==> config.mk <==
export PLATFORM = sky130hd
export DESIGN_NAME = decode_unit
export DESIGN_NICKNAME = d
export VERILOG_FILES = /design/src/rtl/decode_unit.sv
export SDC_FILE = /design/constraint.sdc
export NUM_CORES = 1
export LEC_CHECK = 0
export CAP_MARGIN = 15
export CORE_AREA = 8 8 151 153
export CTS_BUF_LIST = sky130_fd_sc_hd__clkbuf_4 sky130_fd_sc_hd__clkbuf_8
export DETAILED_ROUTE_END_ITERATION = 10
export DIE_AREA = 0 0 159 161
export HOLD_SLACK_MARGIN = 0.1
export PLACE_DENSITY_LB_ADDON = 0.2
export SLEW_MARGIN = 20
export SYNTH_ARGS = -nofsm -noshare
export SYNTH_HDL_FRONTEND = slang
export SYNTH_SLANG_ARGS = --single-unit
==> constraint.sdc <==
create_clock -name clk -period 4.8 [get_ports clk]
set_input_delay 0.96 -clock clk [delete_from_list [all_inputs] [get_ports clk]]
set_output_delay 0.96 -clock clk [all_outputs]
set_load 0.02 [all_outputs]
==> src/rtl/decode_unit.sv <==
// RV instruction decode stage: one pipeline register plus a one-entry skid buffer.
// in_ready is registered so that it does not depend combinationally on out_ready.
module decode_unit #(
   parameter int XLEN = 64,
   parameter int ILEN = 32
) (
   input  logic            clk,
   input  logic            rst,
   input  logic            in_valid,
   output logic            in_ready,
   input  logic [ILEN-1:0] in_inst,
   input  logic [XLEN-1:0] in_pc,
   input  logic            flush,
   output logic            out_valid,
   input  logic            out_ready,
   output logic [XLEN-1:0] out_pc,
   output logic [6:0]      out_opcode,
   output logic [2:0]      out_funct3,
   output logic [6:0]      out_funct7,
   output logic [4:0]      out_rd,
   output logic [4:0]      out_rs1,
   output logic [4:0]      out_rs2,
   output logic [XLEN-1:0] out_imm,
   output logic [2:0]      out_fmt,
   output logic            out_illegal
);

   localparam int DW = 2*XLEN + 36;
   localparam logic [2:0] FMT_R = 3'd0;
   localparam logic [2:0] FMT_I = 3'd1;
   localparam logic [2:0] FMT_S = 3'd2;
   localparam logic [2:0] FMT_B = 3'd3;
   localparam logic [2:0] FMT_U = 3'd4;
   localparam logic [2:0] FMT_J = 3'd5;

   logic [6:0]      opc;
   logic [2:0]      f3;
   logic [6:0]      f7;
   logic [2:0]      fmt;
   logic [2:0]      d_fmt;
   logic            known;
   logic            ill;
   logic [4:0]      rd;
   logic [4:0]      rs1;
   logic [4:0]      rs2;
   logic [XLEN-1:0] imm;
   logic [DW-1:0]   dec;
   logic [DW-1:0]   main_q;
   logic [DW-1:0]   skid_q;
   logic            main_valid;
   logic            skid_valid;
   logic            in_fire;
   logic            out_fire;

   assign opc = in_inst[6:0];
   assign f3  = in_inst[14:12];
   assign f7  = in_inst[31:25];

   always_comb begin
      fmt   = FMT_R;
      known = 1'b1;
      case (opc)
         7'b0110111, 7'b0010111: fmt = FMT_U;
         7'b1101111:             fmt = FMT_J;
         7'b1100011:             fmt = FMT_B;
         7'b0100011:             fmt = FMT_S;
         7'b0110011, 7'b0111011: fmt = FMT_R;
         7'b1100111, 7'b0000011, 7'b0010011,
         7'b0011011, 7'b0001111, 7'b1110011: fmt = FMT_I;
         default: known = 1'b0;
      endcase
      ill = (in_inst[1:0] != 2'b11) || !known ||
            (fmt == FMT_R && !(f7 == 7'b0000000 || f7 == 7'b0100000 || f7 == 7'b0000001));
      d_fmt = fmt;
      rd    = in_inst[11:7];
      rs1   = in_inst[19:15];
      rs2   = in_inst[24:20];
      imm   = '0;
      case (fmt)
         FMT_I: begin
            imm = {{(XLEN-12){in_inst[31]}}, in_inst[31:20]};
            rs2 = '0;
         end
         FMT_S: begin
            imm = {{(XLEN-12){in_inst[31]}}, in_inst[31:25], in_inst[11:7]};
            rd  = '0;
         end
         FMT_B: begin
            imm = {{(XLEN-13){in_inst[31]}}, in_inst[31], in_inst[7],
                   in_inst[30:25], in_inst[11:8], 1'b0};
            rd  = '0;
         end
         FMT_U: begin
            imm = {{(XLEN-32){in_inst[31]}}, in_inst[31:12], 12'b0};
            rs1 = '0;
            rs2 = '0;
         end
         FMT_J: begin
            imm = {{(XLEN-21){in_inst[31]}}, in_inst[31], in_inst[19:12],
                   in_inst[20], in_inst[30:21], 1'b0};
            rs1 = '0;
            rs2 = '0;
         end
         default: ;
      endcase
      // Illegal instructions keep only their raw identifying fields.
      if (ill) begin
         rd    = '0;
         rs1   = '0;
         rs2   = '0;
         imm   = '0;
         d_fmt = FMT_R;
      end
   end

   assign dec = {in_pc, opc, f3, f7, rd, rs1, rs2, imm, d_fmt, ill};

   assign in_fire  = in_valid && in_ready;
   assign out_fire = main_valid && out_ready;

   always_ff @(posedge clk) begin
      if (rst) begin
         main_valid <= 1'b0;
         skid_valid <= 1'b0;
         in_ready   <= 1'b1;
         main_q     <= '0;
         skid_q     <= '0;
      end else if (flush) begin
         main_valid <= 1'b0;
         skid_valid <= 1'b0;
         in_ready   <= 1'b1;
      end else begin
         if (!main_valid || out_fire) begin
            if (skid_valid) begin
               main_q     <= skid_q;
               main_valid <= 1'b1;
            end else if (in_fire) begin
               main_q     <= dec;
               main_valid <= 1'b1;
            end else begin
               main_valid <= 1'b0;
            end
         end
         // Skid only fills when main is occupied and stalled.
         if (in_fire && main_valid && !out_fire) begin
            skid_q     <= dec;
            skid_valid <= 1'b1;
            in_ready   <= 1'b0;
         end else if (skid_valid && out_fire) begin
            skid_valid <= 1'b0;
            in_ready   <= 1'b1;
         end
      end
   end

   assign out_valid = main_valid;
   assign {out_pc, out_opcode, out_funct3, out_funct7, out_rd, out_rs1, out_rs2,
           out_imm, out_fmt, out_illegal} = main_q;

endmodule

==> qor.yml <==
status: "completed"
slew-limit-headroom_pct: 32.42
synthXorXnorAreaFrac_pct: 0.07759
die_area_um2: 25600
drc: 0
dieWidth_um: 159
most_numerous_cell_in_the_yosys_netlist: "dfxtp_1"
global_route.overflow_total: 0
boundaryPins: 267
p_clk_share_pct: 39.0
grt_pass1_wl_mm: 50.00
cts-hold-fix-buffers: 0
synth_common_cells: "267 x dfxtp_1, 216 x nand2_1, 135 x nor2_1, 117 x a21oi_1, 102 x a211oi_1"
synthDistinctLibCells: 53
ys_seq_area_share_pct: 47.35
io_buffers: 266
post-cts-setup-buffer-count: 0
synth.cell_area_um2: 11290
grt_pass1_vias: 9542
gp_congestion: 0.8153
critical_path.slowest_cell: "dfxtp_1"
clock_tree_from_tritoncts: "built"
timing.max_cap.violations: 0
yosysTopAreaCell: "dfxtp_1"
clock_sink_count: 267
total_switching_power_w: 0.001285
tns_ps: 0
synthMuxAreaShare_pct: 6.739
worstPathBufferInverterCount: 1
detailedPlace.worstSlack_ps: 1128
post_synth.cell_area_avg_um2: 8.597
critical_path.cell_chain: "clkdlybuf4s50_1"
synthArstFlopShare_pct: 0
synth-warning-count: 0
timing.final.setup_violations: 0
synth_flop_cell: "dfxtp_1"
largest_net_degree_at_the_start_of_global_routing: 148
fmax_mhz: 311.9
powerDensity_nw_per_um2: 343.1
vdd.ir_drop.worst_v: 0.0002401
worstPathArrival_ps: 2250
drt.antenna.violating_nets: 0
internal_power_w: 0.003709
combinationalPowerShare_pct: 14.0
timing.final.max_slew_violations: 0
finalClockSkew_ps: 12.59
timing_worst_slew_pin_value_ps: 1010
main_combinational_cell_family_by_area_after_synthesis: "compound AO/OA/AOI/OAI gates"
num_rows: 53
ctsHtreeMaxLevel: 2
wl_per_cell_um: 17.61
grt_antenna_before_repair: 0
path_type_of_the_worst_min_delay_path: "flip-flop to flip-flop"
layout_cells_sized_above_1_pct: 6.812
critPathTopFamily: "flip-flops"
ys_ff_latch: 267
grt_setup_unrepaired: "no"
critPathKind: "flip-flop to output port"
synth.net_count: 1414
area.growth.synth_to_final_pct: 28.95
synthCells: 1313
period_minus_slack_ps: 3206
detailedPlacementHpwl_mm: 20.33
clk_pin_slew_ps: 60
die_h_um: 161
post-layout-total-power_w: 0.004994
critPathCaptureType: "output port"
numCtsBuffers: 43
p_seq_share_pct: 47.0
detail_route.first_pass.iterations: 5
worst_path_largest_cell_delay_ps: 940
synth-compound-area-share_pct: 20.35
num-nets-final: 1586
p_leak_nw: 4.811
final_hold_viol_count: 0
synth_top_cells_by_area: "dfxtp_1 47%, nand2_1 7.2%, a211oi_1 6.8%, mux2i_1 6.7%, a21oi_1 5.2%"
insertion_delay_ps: 530
synth-simple-area-share_pct: 18.88
ctsRootBufferMaster: "clkbuf_8"
critPathRequiredTime_ps: 3840
detail_route.vias_per_cell: 5.589
detail_route.wirelength_mm: 31.47
finalCritPeriodShare_pct: 66.80
setup_slack_ps: 1594
final.hold.worst_slack_ps: 450.5
route.vias.total: 9987
post_synth_edffs: 0
drt_first_iter_violations: 705
groute.usage.overall_pct: 23.28
fp.coreArea_um2: 20560
fill_cell_instance_count_of_the_final_layout: 1685
synth_top_area_share_pct: 47.35
floorplan.initialDensity_pct: 54.91
post_synth_fa_ha_maj_area_fraction_pct: 0
crit_fanout: 34
clock_tree.buffer_depth: 3
cp-start-kind: "flip-flop"
antenna-diode-count: 0
power_switching_share_pct: 25.72
post_cts_resize_count: 0
==> registers in the layout, summed over array words and instances (netlist names) <==
register and count:
skid_valid 1, main_q 132, skid_q 132, in_ready 1, out_valid 1
==> placed cells by master (no fill, tap or decap), drive strengths merged, types with 3 or more instances in the layout <==
cell | Yosys | final
a311oi | 26 | 26
a22o | 16 | 16
clkdlybuf4s50 | 0 | 265
nor3b | 13 | 13
dfxtp | 267 | 267
mux2i | 76 | 76
a21oi | 119 | 119
o21bai | 3 | 3
nor3 | 30 | 30
a21o | 10 | 10
nor2b | 10 | 10
a221oi | 8 | 8
nand2 | 216 | 216
or3 | 3 | 3
o21ai | 33 | 33
nand3b | 27 | 27
buf | 74 | 13
nand3 | 25 | 25
o211ai | 7 | 7
and2 | 3 | 3
clkbuf | 78 | 71
nor2 | 135 | 135
a211oi | 105 | 105
==> final cells by class <==
class / instances / area (um2) / area share, %
Clock buffer: 70 / 838.3 / 5.759
Clock inverter: 2 / 12.51 / 0.08595
Inverter: 2 / 7.507 / 0.05157
Multi-Input combinational cell: 892 / 5216 / 35.83
Sequential cell: 267 / 5349 / 36.75
Tap cell: 275 / 344.1 / 2.364
Timing Repair Buffer: 279 / 2789 / 19.16
==> routing by layer <==
metal | up-vias | share of wire (%) | track usage, %
met5 | - | 0 | 0
met2 | 317 | 47 | 38.38
met3 | 60 | 7.7 | 7.076
met4 | 0 | 2.9 | 8.148
met1 | 4673 | 43 | 28.46
li1 | 4937 | - | -
==> final timing paths <==
| path | to | slack [ps] | depth (start not counted) | from |
|---|---|---|---|---|
| worst max-delay path | out_imm[31] | 1590 | 1 | main_q[67] |
| worst min-delay path | skid_q[10] | 450 | 2 | skid_q[10] |
| worst max register to register | main_q[22] | 2100 | 4 | skid_valid |
| worst min register to register | skid_q[10] | 450 | 2 | skid_q[10] |
==> power by group through the flow <==
stage               Sequential, W  Clock [W]  Combinational (W)
finish                    0.00235    0.00195           0.000700
CTS                       0.00235    0.00198           0.000703
global route              0.00236    0.00209           0.000753
global placement          0.00239          0           0.000692
floorplan                 0.00248          0           0.000292
detailed placement        0.00240          0           0.000700
==> metrics by stage <==
stage          instances  cell area, um2  util [%]
6_report            1787           14560     70.81
5_1_grt             1787           14560     70.81
4_1_cts             1787           14550     70.80
3_5_place_dp        1715           13700     66.66
3_3_place_gp        1715           13700     66.66
2_1_floorplan       1313           11290         -
==> logic make-up (layout without fill, tap and decap cells) <==
| kind of cell | Yosys count | in the layout |
|---|---|---|
| and+or+nand+nor | 477 | 477 |
| muxes | 76 | 76 |
| buffers and inverters | 154 | 353 |
| AOI/OAI and AO/OA | 338 | 338 |
| xor gates and xnor gates | 1 | 1 |
| DFF | 267 | 267 |
==> worst min-delay path: stages, from the launching register on <==
cell and delay, ps:
dfxtp_1 310, nand2_1 50, a21oi_1 50
Note: power is estimated with default switching activity, not from simulation.
